$ cat config.mk
export PLATFORM = sky130hd
export DESIGN_NAME = rr_mem_port_arbiter
export DESIGN_NICKNAME = d
export VERILOG_FILES = /design/src/rtl/rr_mem_port_arbiter.sv
export SDC_FILE = /design/constraint.sdc
export NUM_CORES = 1
export LEC_CHECK = 0
export BUFFER_PORTS_ARGS = -buffer_cell sky130_fd_sc_hd__buf_2
export CAP_MARGIN = 20
export CORE_UTILIZATION = 44
export DETAILED_ROUTE_END_ITERATION = 8
export GPL_ROUTABILITY_DRIVEN = 0
export PLACE_DENSITY = 0.84
export SYNTH_ARGS = -nofsm -noshare
export SYNTH_HDL_FRONTEND = slang
export SYNTH_SLANG_ARGS = --single-unit
$ cat constraint.sdc
create_clock -name clk -period 2.1 [get_ports clk]
set_input_delay 0.21 -clock clk [delete_from_list [all_inputs] [get_ports clk]]
set_output_delay 0.21 -clock clk [all_outputs]
set_load 0.01 [all_outputs]
$ cat src/rtl/rr_mem_port_arbiter.sv
`default_nettype none
// ============================================================================
// Module      : rr_mem_port_arbiter
// Description : Round-robin arbiter sharing one memory request port among
//               1<<LG_N requesters, holding each grant for a whole
//               request/response transaction.  Optional macro
//               ARB_WAIT_CNT_EN enables the starved-cycle counter.
// Revision    : 1.0 - initial release
// ============================================================================
module rr_mem_port_arbiter #(
    parameter int LG_N   = 2,
    parameter int WAIT_W = 32
) (
    input  logic                   clk,
    input  logic                   rst,
    input  logic [(1<<LG_N)-1:0]   req_valid,
    output logic [(1<<LG_N)-1:0]   req_ready,
    output logic                   mem_req_valid,
    output logic [LG_N-1:0]        mem_req_id,
    input  logic                   mem_req_ready,
    input  logic                   mem_rsp_valid,
    output logic [(1<<LG_N)-1:0]   rsp_valid,
    output logic                   busy,
    output logic                   protocol_err,
    output logic [WAIT_W-1:0]      wait_cycles
);

    localparam int c_num_req = 1 << LG_N;
    localparam logic [c_num_req-1:0] c_one = {{(c_num_req-1){1'b0}}, 1'b1};

    localparam logic [1:0] c_st_idle  = 2'd0;
    localparam logic [1:0] c_st_issue = 2'd1;
    localparam logic [1:0] c_st_wait  = 2'd2;

    logic [1:0]      r_state;
    logic [1:0]      w_next_state;
    logic [LG_N-1:0] r_ptr;
    logic [LG_N-1:0] r_id;
    logic            r_protocol_err;

    logic [LG_N-1:0] w_winner;
    logic [LG_N-1:0] w_idx;
    logic            w_found;
    logic            w_rsp_route;
    logic            w_accept_pt;
    logic            w_accept;
    logic            w_unexpected_rsp;

    // Rotating-priority scan starting at r_ptr; LG_N-bit addition wraps mod N.
    always_comb begin
        w_winner = r_ptr;
        w_idx    = '0;
        w_found  = 1'b0;
        for (int k = 0; k < c_num_req; k++) begin
            w_idx = r_ptr + LG_N'(k);
            if (!w_found && req_valid[w_idx]) begin
                w_winner = w_idx;
                w_found  = 1'b1;
            end
        end
    end

    // A response completes the transaction in WAIT, or in ISSUE when the
    // request is accepted in the same cycle (zero-latency memory).
    assign w_rsp_route = !rst && mem_rsp_valid &&
                         ((r_state == c_st_wait) ||
                          ((r_state == c_st_issue) && mem_req_ready));

    assign w_accept_pt = !rst && ((r_state == c_st_idle) || w_rsp_route);
    assign w_accept    = w_accept_pt && w_found;

    assign w_unexpected_rsp = mem_rsp_valid &&
                              ((r_state == c_st_idle) ||
                               ((r_state == c_st_issue) && !mem_req_ready));

    always_ff @(posedge clk) begin
        if (rst) begin
            r_state        <= c_st_idle;
            r_ptr          <= '0;
            r_id           <= '0;
            r_protocol_err <= 1'b0;
        end else begin
            r_state <= w_next_state;
            if (w_accept) begin
                r_id  <= w_winner;
                r_ptr <= w_winner + LG_N'(1);
            end
            if (w_unexpected_rsp) begin
                r_protocol_err <= 1'b1;
            end
        end
    end

    always_comb begin
        w_next_state = r_state;
        case (r_state)
            c_st_idle: begin
                w_next_state = w_accept ? c_st_issue : c_st_idle;
            end
            c_st_issue: begin
                if (mem_req_ready) begin
                    if (mem_rsp_valid) begin
                        w_next_state = w_accept ? c_st_issue : c_st_idle;
                    end else begin
                        w_next_state = c_st_wait;
                    end
                end
            end
            c_st_wait: begin
                if (mem_rsp_valid) begin
                    w_next_state = w_accept ? c_st_issue : c_st_idle;
                end
            end
            default: begin
                w_next_state = c_st_idle;
            end
        endcase
    end

    always_comb begin
        req_ready     = w_accept ? (c_one << w_winner) : '0;
        rsp_valid     = w_rsp_route ? (c_one << r_id) : '0;
        mem_req_valid = !rst && (r_state == c_st_issue);
        mem_req_id    = r_id;
        busy          = !rst && (r_state != c_st_idle);
        protocol_err  = r_protocol_err;
    end

`ifdef ARB_WAIT_CNT_EN
    logic [c_num_req-1:0] w_starved;
    logic [LG_N:0]        w_pop;
    logic [WAIT_W:0]      w_sum;
    logic [WAIT_W-1:0]    r_wait;

    assign w_starved = req_valid & ~req_ready;

    always_comb begin
        w_pop = '0;
        for (int k = 0; k < c_num_req; k++) begin
            w_pop = w_pop + {{LG_N{1'b0}}, w_starved[k]};
        end
    end

    // One extra bit catches overflow so the counter can pin at all-ones.
    assign w_sum = {1'b0, r_wait} + {{(WAIT_W-LG_N){1'b0}}, w_pop};

    always_ff @(posedge clk) begin
        if (rst) begin
            r_wait <= '0;
        end else if (w_sum[WAIT_W]) begin
            r_wait <= '1;
        end else begin
            r_wait <= w_sum[WAIT_W-1:0];
        end
    end

    assign wait_cycles = r_wait;
`else
    assign wait_cycles = '0;
`endif

endmodule
`default_nettype wire

# [Word level (Yosys, flattened, before mapping)]
# Index checks and enable logic that the tools add are counted.
[classes] shift=2 muxes=22 magnitude_cmp=4 n_reduce_logical=23 n_addsub=4 n_eq_ne=4
[ops] cell="1-bit logical AND" n=12
[ops] cell="2-bit by 3-bit < comparator with 1-bit output, second input constant" n=4
[ops] cell="2-bit two-way mux" n=6
[ops] cell="1-bit two-way mux" n=9
[ops] cell="1-bit binary-select mux with 2-bit select" n=4
[ops] cell="4-bit two-way mux" n=2
[ops] cell="1-bit by 2-bit << shifter with 4-bit output, first input constant" n=2
[ops] cell="2-bit one-hot mux with 3 select lines" n=1
[ops] cell="1-bit logical NOT" n=5
[ops] cell="2-bit by 1-bit adder with 2-bit output, second input constant" n=2
[ops] cell="2-bit adder, second input constant" n=2
[ops] cell="2-bit != test, second input constant" n=2
[ops] cell="1-bit logical OR" n=3
[ops] cell="2-bit by 1-bit == test with 1-bit output, second input constant" n=1
[ops] cell="2-bit == test, second input constant" n=1
[ops] cell="2-bit logical NOT" n=1
[ops] cell="2-bit AND reduction" n=1
[ops] cell="2-bit nonzero test" n=1
[word_totals] inputBits=8 elab_cells=63 output_inout_bits=45 regBits=7

# [Depth between registers and ports, before layout]
[depth] word_depth=17 ltp_mapped=7 depth_no_buf=7

# [Worst setup path before layout]
# Ideal clock, no wire load.
[synth_path] path_type="register to output" startpoint="register r_ptr[1]" endpoint="output req_ready[2]" setup_slack_ns=0.601 stages_incl_launch_ff=7 n_path_buf=0 arrival_time_ns=1.289 cell_sequence="dfxtp_1 -> nor3_1 -> a31oi_1 -> a21oi_1 -> inv_1 -> ha_1 -> and3_2"
[synth_via] elab_chain_cells=14
[synth_rtl] item="from (decl)" line="37" source="logic [LG_N-1:0] r_ptr;"
[synth_rtl] item="from (signal assigned)" line="86" source="r_ptr <= w_winner + LG_N'(1);"
[synth_rtl] item="branches (longest 11 deep; another with 2-bit by 1-bit adder with 2-bit output)"
[synth_rtl] item="2-bit two-way mux (*)" line="56" source="if (!w_found && req_valid[w_idx]) begin"
[synth_rtl] item="named net w_winner[1]" line="41" source="logic [LG_N-1:0] w_winner;"
[synth_rtl] item="1-bit by 2-bit << shifter with 4-bit output (*)" line="121" source="req_ready = w_accept ? (c_one << w_winner) : '0;"
[synth_rtl] item="4-bit two-way mux (*)" line="121"
[synth_rtl] item="to (decl)" line="17" source="output logic [(1<<LG_N)-1:0] req_ready,"
# Mark *: on every way through the listed nets, which the timed path passes. The select of a mux whose other input is x is not followed.

# [Final worst setup path]
# Same ends and word-level chain as after synthesis.

==> reports/qor.yml <==
layout:
  fill_cells: 168
  num_antenna_cells: 0
  mostFrequentLayoutCells: "conb_1 (32), buf_2 (20), a21oi_1 (8), dfxtp_1 (7), inv_1 (5)"
  final_common_cell: "conb_1"
  nets: 134
  drive_above_1_share_pct: 29.8
  area_growth_pct: 4.06
  final_area_sq_um: 833
  final_util_pct: 48.8
clock_tree:
  cts_htree_levels: 1
  insertion_delay_ns: 0.24
  cts_buffer_depth: 2
  cts_hold_buf: 0
  cts-root-buf: "clkbuf_4"
  path_clk_slew_ns: 0.05
  tritoncts: "yes"
  numCtsBuffers: 3
  clock_sinks: 7
worst_setup_path:
  required_ns: 1.89
  end_kind: "primary output"
  cp_slowest_cell: "dfxtp_1"
  start_kind: "flop"
  r2r_slack_ns: 0.59
  arrival_ns: 1.68
  crit_cells: 7
  reg2reg_to: "r_ptr[1]$_SDFFE_PP0P_"
  critPathMaxStageDelay_ns: 0.35
  critPathMaxFanout: 6
  crit_chain: "nor3_1 -> a31oi_1 -> a21oi_2 -> inv_1 -> ha_1 -> and3_2 -> buf_2"
  worst-setup-path-type: "reg2out"
  reg2reg_depth: 7
  critPathTopFamily: "simple AND/OR/NAND/NOR gates"
  cp_num_buf_inv: 2
  reg2reg_from: "r_ptr[1]$_SDFFE_PP0P_"
global_route:
  grt_overflow: 0
  grt_pass1_wl_mm: 1.93
  grt_max_degree: 10
  grt_pass1_vias: 473
  grt_antenna_before_repair: 0
  grt_usage_pct: 13.5
pwr:
  power_density_nw_per_um2: 541
  p_leak_nw: 0.443
  ir_worst_vdd_mv: 0.261
  p_total_mw: 0.451
synth:
  synth-seq-cells: 7
  syn_inst: 99
  synth_edf_count: 0
  yosysTopAreaCell: "buf_4"
  synthArstFlopShare_pct: 0
  synthFlopType: "dfxtp_1"
  netlist_area_sq_um: 801
  yosys_warnings: 0
  synth-seq-area-share_pct: 17.5
  ys_top_cells_by_area: "buf_4 (30%), dfxtp_1 (18%), ha_1 (6.3%), a21oi_1 (5.6%), and3_2 (3.8%)"
  synthDistinctLibCells: 30
  yosysTopAreaCellShare_pct: 30.0
  syn_area_per_cell_sq_um: 8.09
detailed_routing:
  wl_mm: 1.27
  wl_per_cell_microns: 8.68
  dr_total_vias: 622
  drt-vias-per-instance: 4.26
  drtIter0Drc: 20
  drc: 0
  first_pass_iters: 5
  ant_nets: 0
timing:
  hold_viol: 0
  hold_slack_ns: 0.183
  fin_worst_skew_ns: 0.00356
  period_needed_ns: 1.89
  clock.fmax_mhz: 529
  setup_viol: 0
  slew_violations: 0
  rsz0062_at_grt: "no"
  period_share_pct: 90.0
  fin_setup_tns_ns: 0
floorplanning:
  rows: 15
  core-area_sq_um: 1710
  initial_core_util_pct: 46.9
  die_y_microns: 44.7
  die_w_microns: 44.7
  io_pins: 53
  dieArea_sq_um: 1990
status:
  status: "completed"
worst_hold_path:
  holdPathStages: 2
  min-delay-start: "mem_rsp_valid"
  min_to: "r_state[1]$_SDFFE_PP0P_"
  hold_path_class: "in2reg"
placement:
  placed_cell_area_sq_um: 803
  port_buffers: 20
  place_hpwl_mm: 1.06
flow_run:
  cap_violations: 0
-- logic make-up after synthesis --
kind of cell / Yosys count / synth area share [%]
AOI/OAI and AO/OA: 18 / 18.3
adders and majority gates: 4 / 6.25
buffers and inverters: 39 / 33.4
DFF: 7 / 17.5
muxes: 1 / 1.25
other: 1 / 0.468
and+or+nand+nor: 29 / 22.8
-- flip-flops by register name (all words and copies together) (netlist names) --
register / count
mem_req_id: 2
protocol_err: 1
r_ptr: 2
r_state: 2
-- layout make-up --
cell class | count | area [sq um] | share of cell area [%]
inverters | 6 | 22.5 | 2.70
flip-flops and latches | 7 | 140 | 16.8
well taps | 25 | 31.3 | 3.75
multi-input cells | 84 | 513 | 61.6
repair buffers | 20 | 100 | 12.0
clock buffers | 4 | 26.3 | 3.15
-- what timing repair did --
action                     4_1_cts  5_1_grt
gates resized for setup          0        1
setup buffers                    0        0
setup endpoints to repair        0        1
-- routing by layer --
layer  up-vias  track usage (%)  wire [microns]
met5         -                0               0
met4         0             10.9              31
met3         4             2.45              91
met2        36             21.2             612
met1       271             15.9             532
li1        311                -               -
-- cells in the mapped netlist (2+ instances only) --
| master | n |
|---|---|
| buf_4 | 32 |
| nor2_1 | 4 |
| ha_1 | 4 |
| nand2_1 | 3 |
| a211oi_2 | 2 |
| dfxtp_1 | 7 |
| a21o_1 | 2 |
| nor2b_1 | 4 |
| nand2b_1 | 2 |
| a21oi_1 | 9 |
| nor3b_1 | 3 |
| and3_2 | 4 |
| inv_1 | 5 |
| nor3_1 | 2 |
-- worst max-delay path by stage --
stage | start | end | slack (ns)
after detailed placement | req_valid[2] | req_ready[2] | 0.36
final | r_ptr[1]$_SDFFE_PP0P_ | req_ready[2] | 0.21
after CTS | r_ptr[0]$_SDFFE_PP0P_ | req_ready[2] | 0.1
after floorplan | r_ptr[1]$_SDFFE_PP0P_ | req_ready[2] | 0.60
after global placement | req_valid[2] | req_ready[2] | 0.41
after global routing | r_ptr[1]$_SDFFE_PP0P_ | req_ready[2] | 0.11
-- where the power goes --
part	total, mW	switching (mW)	internal [mW]	leakage (nW)
registers	0.167	0.0188	0.148	0.0579
logic	0.165	0.103	0.0623	0.370
clock network	0.119	0.0467	0.0723	0.0150
total	0.451	0.169	0.282	0.443
-- worst reg2reg max path, delay by kind of cell (launching register included) --
kind	cells	cell delay [ns]
AOI/OAI and AO/OA	3	0.44
adders and majority gates	1	0.28
buffers and inverters	1	0.09
DFF	1	0.35
and+or+nand+nor	2	0.28
-- stage by stage --
step,worst slack (ns),cells
global placement,0.415,142
floorplan,0.601,130
finish,0.210,146
global route,0.113,146
detailed placement,0.363,142
CTS,0.0995,146
No activity file was read; power rests on OpenSTA's default activity.
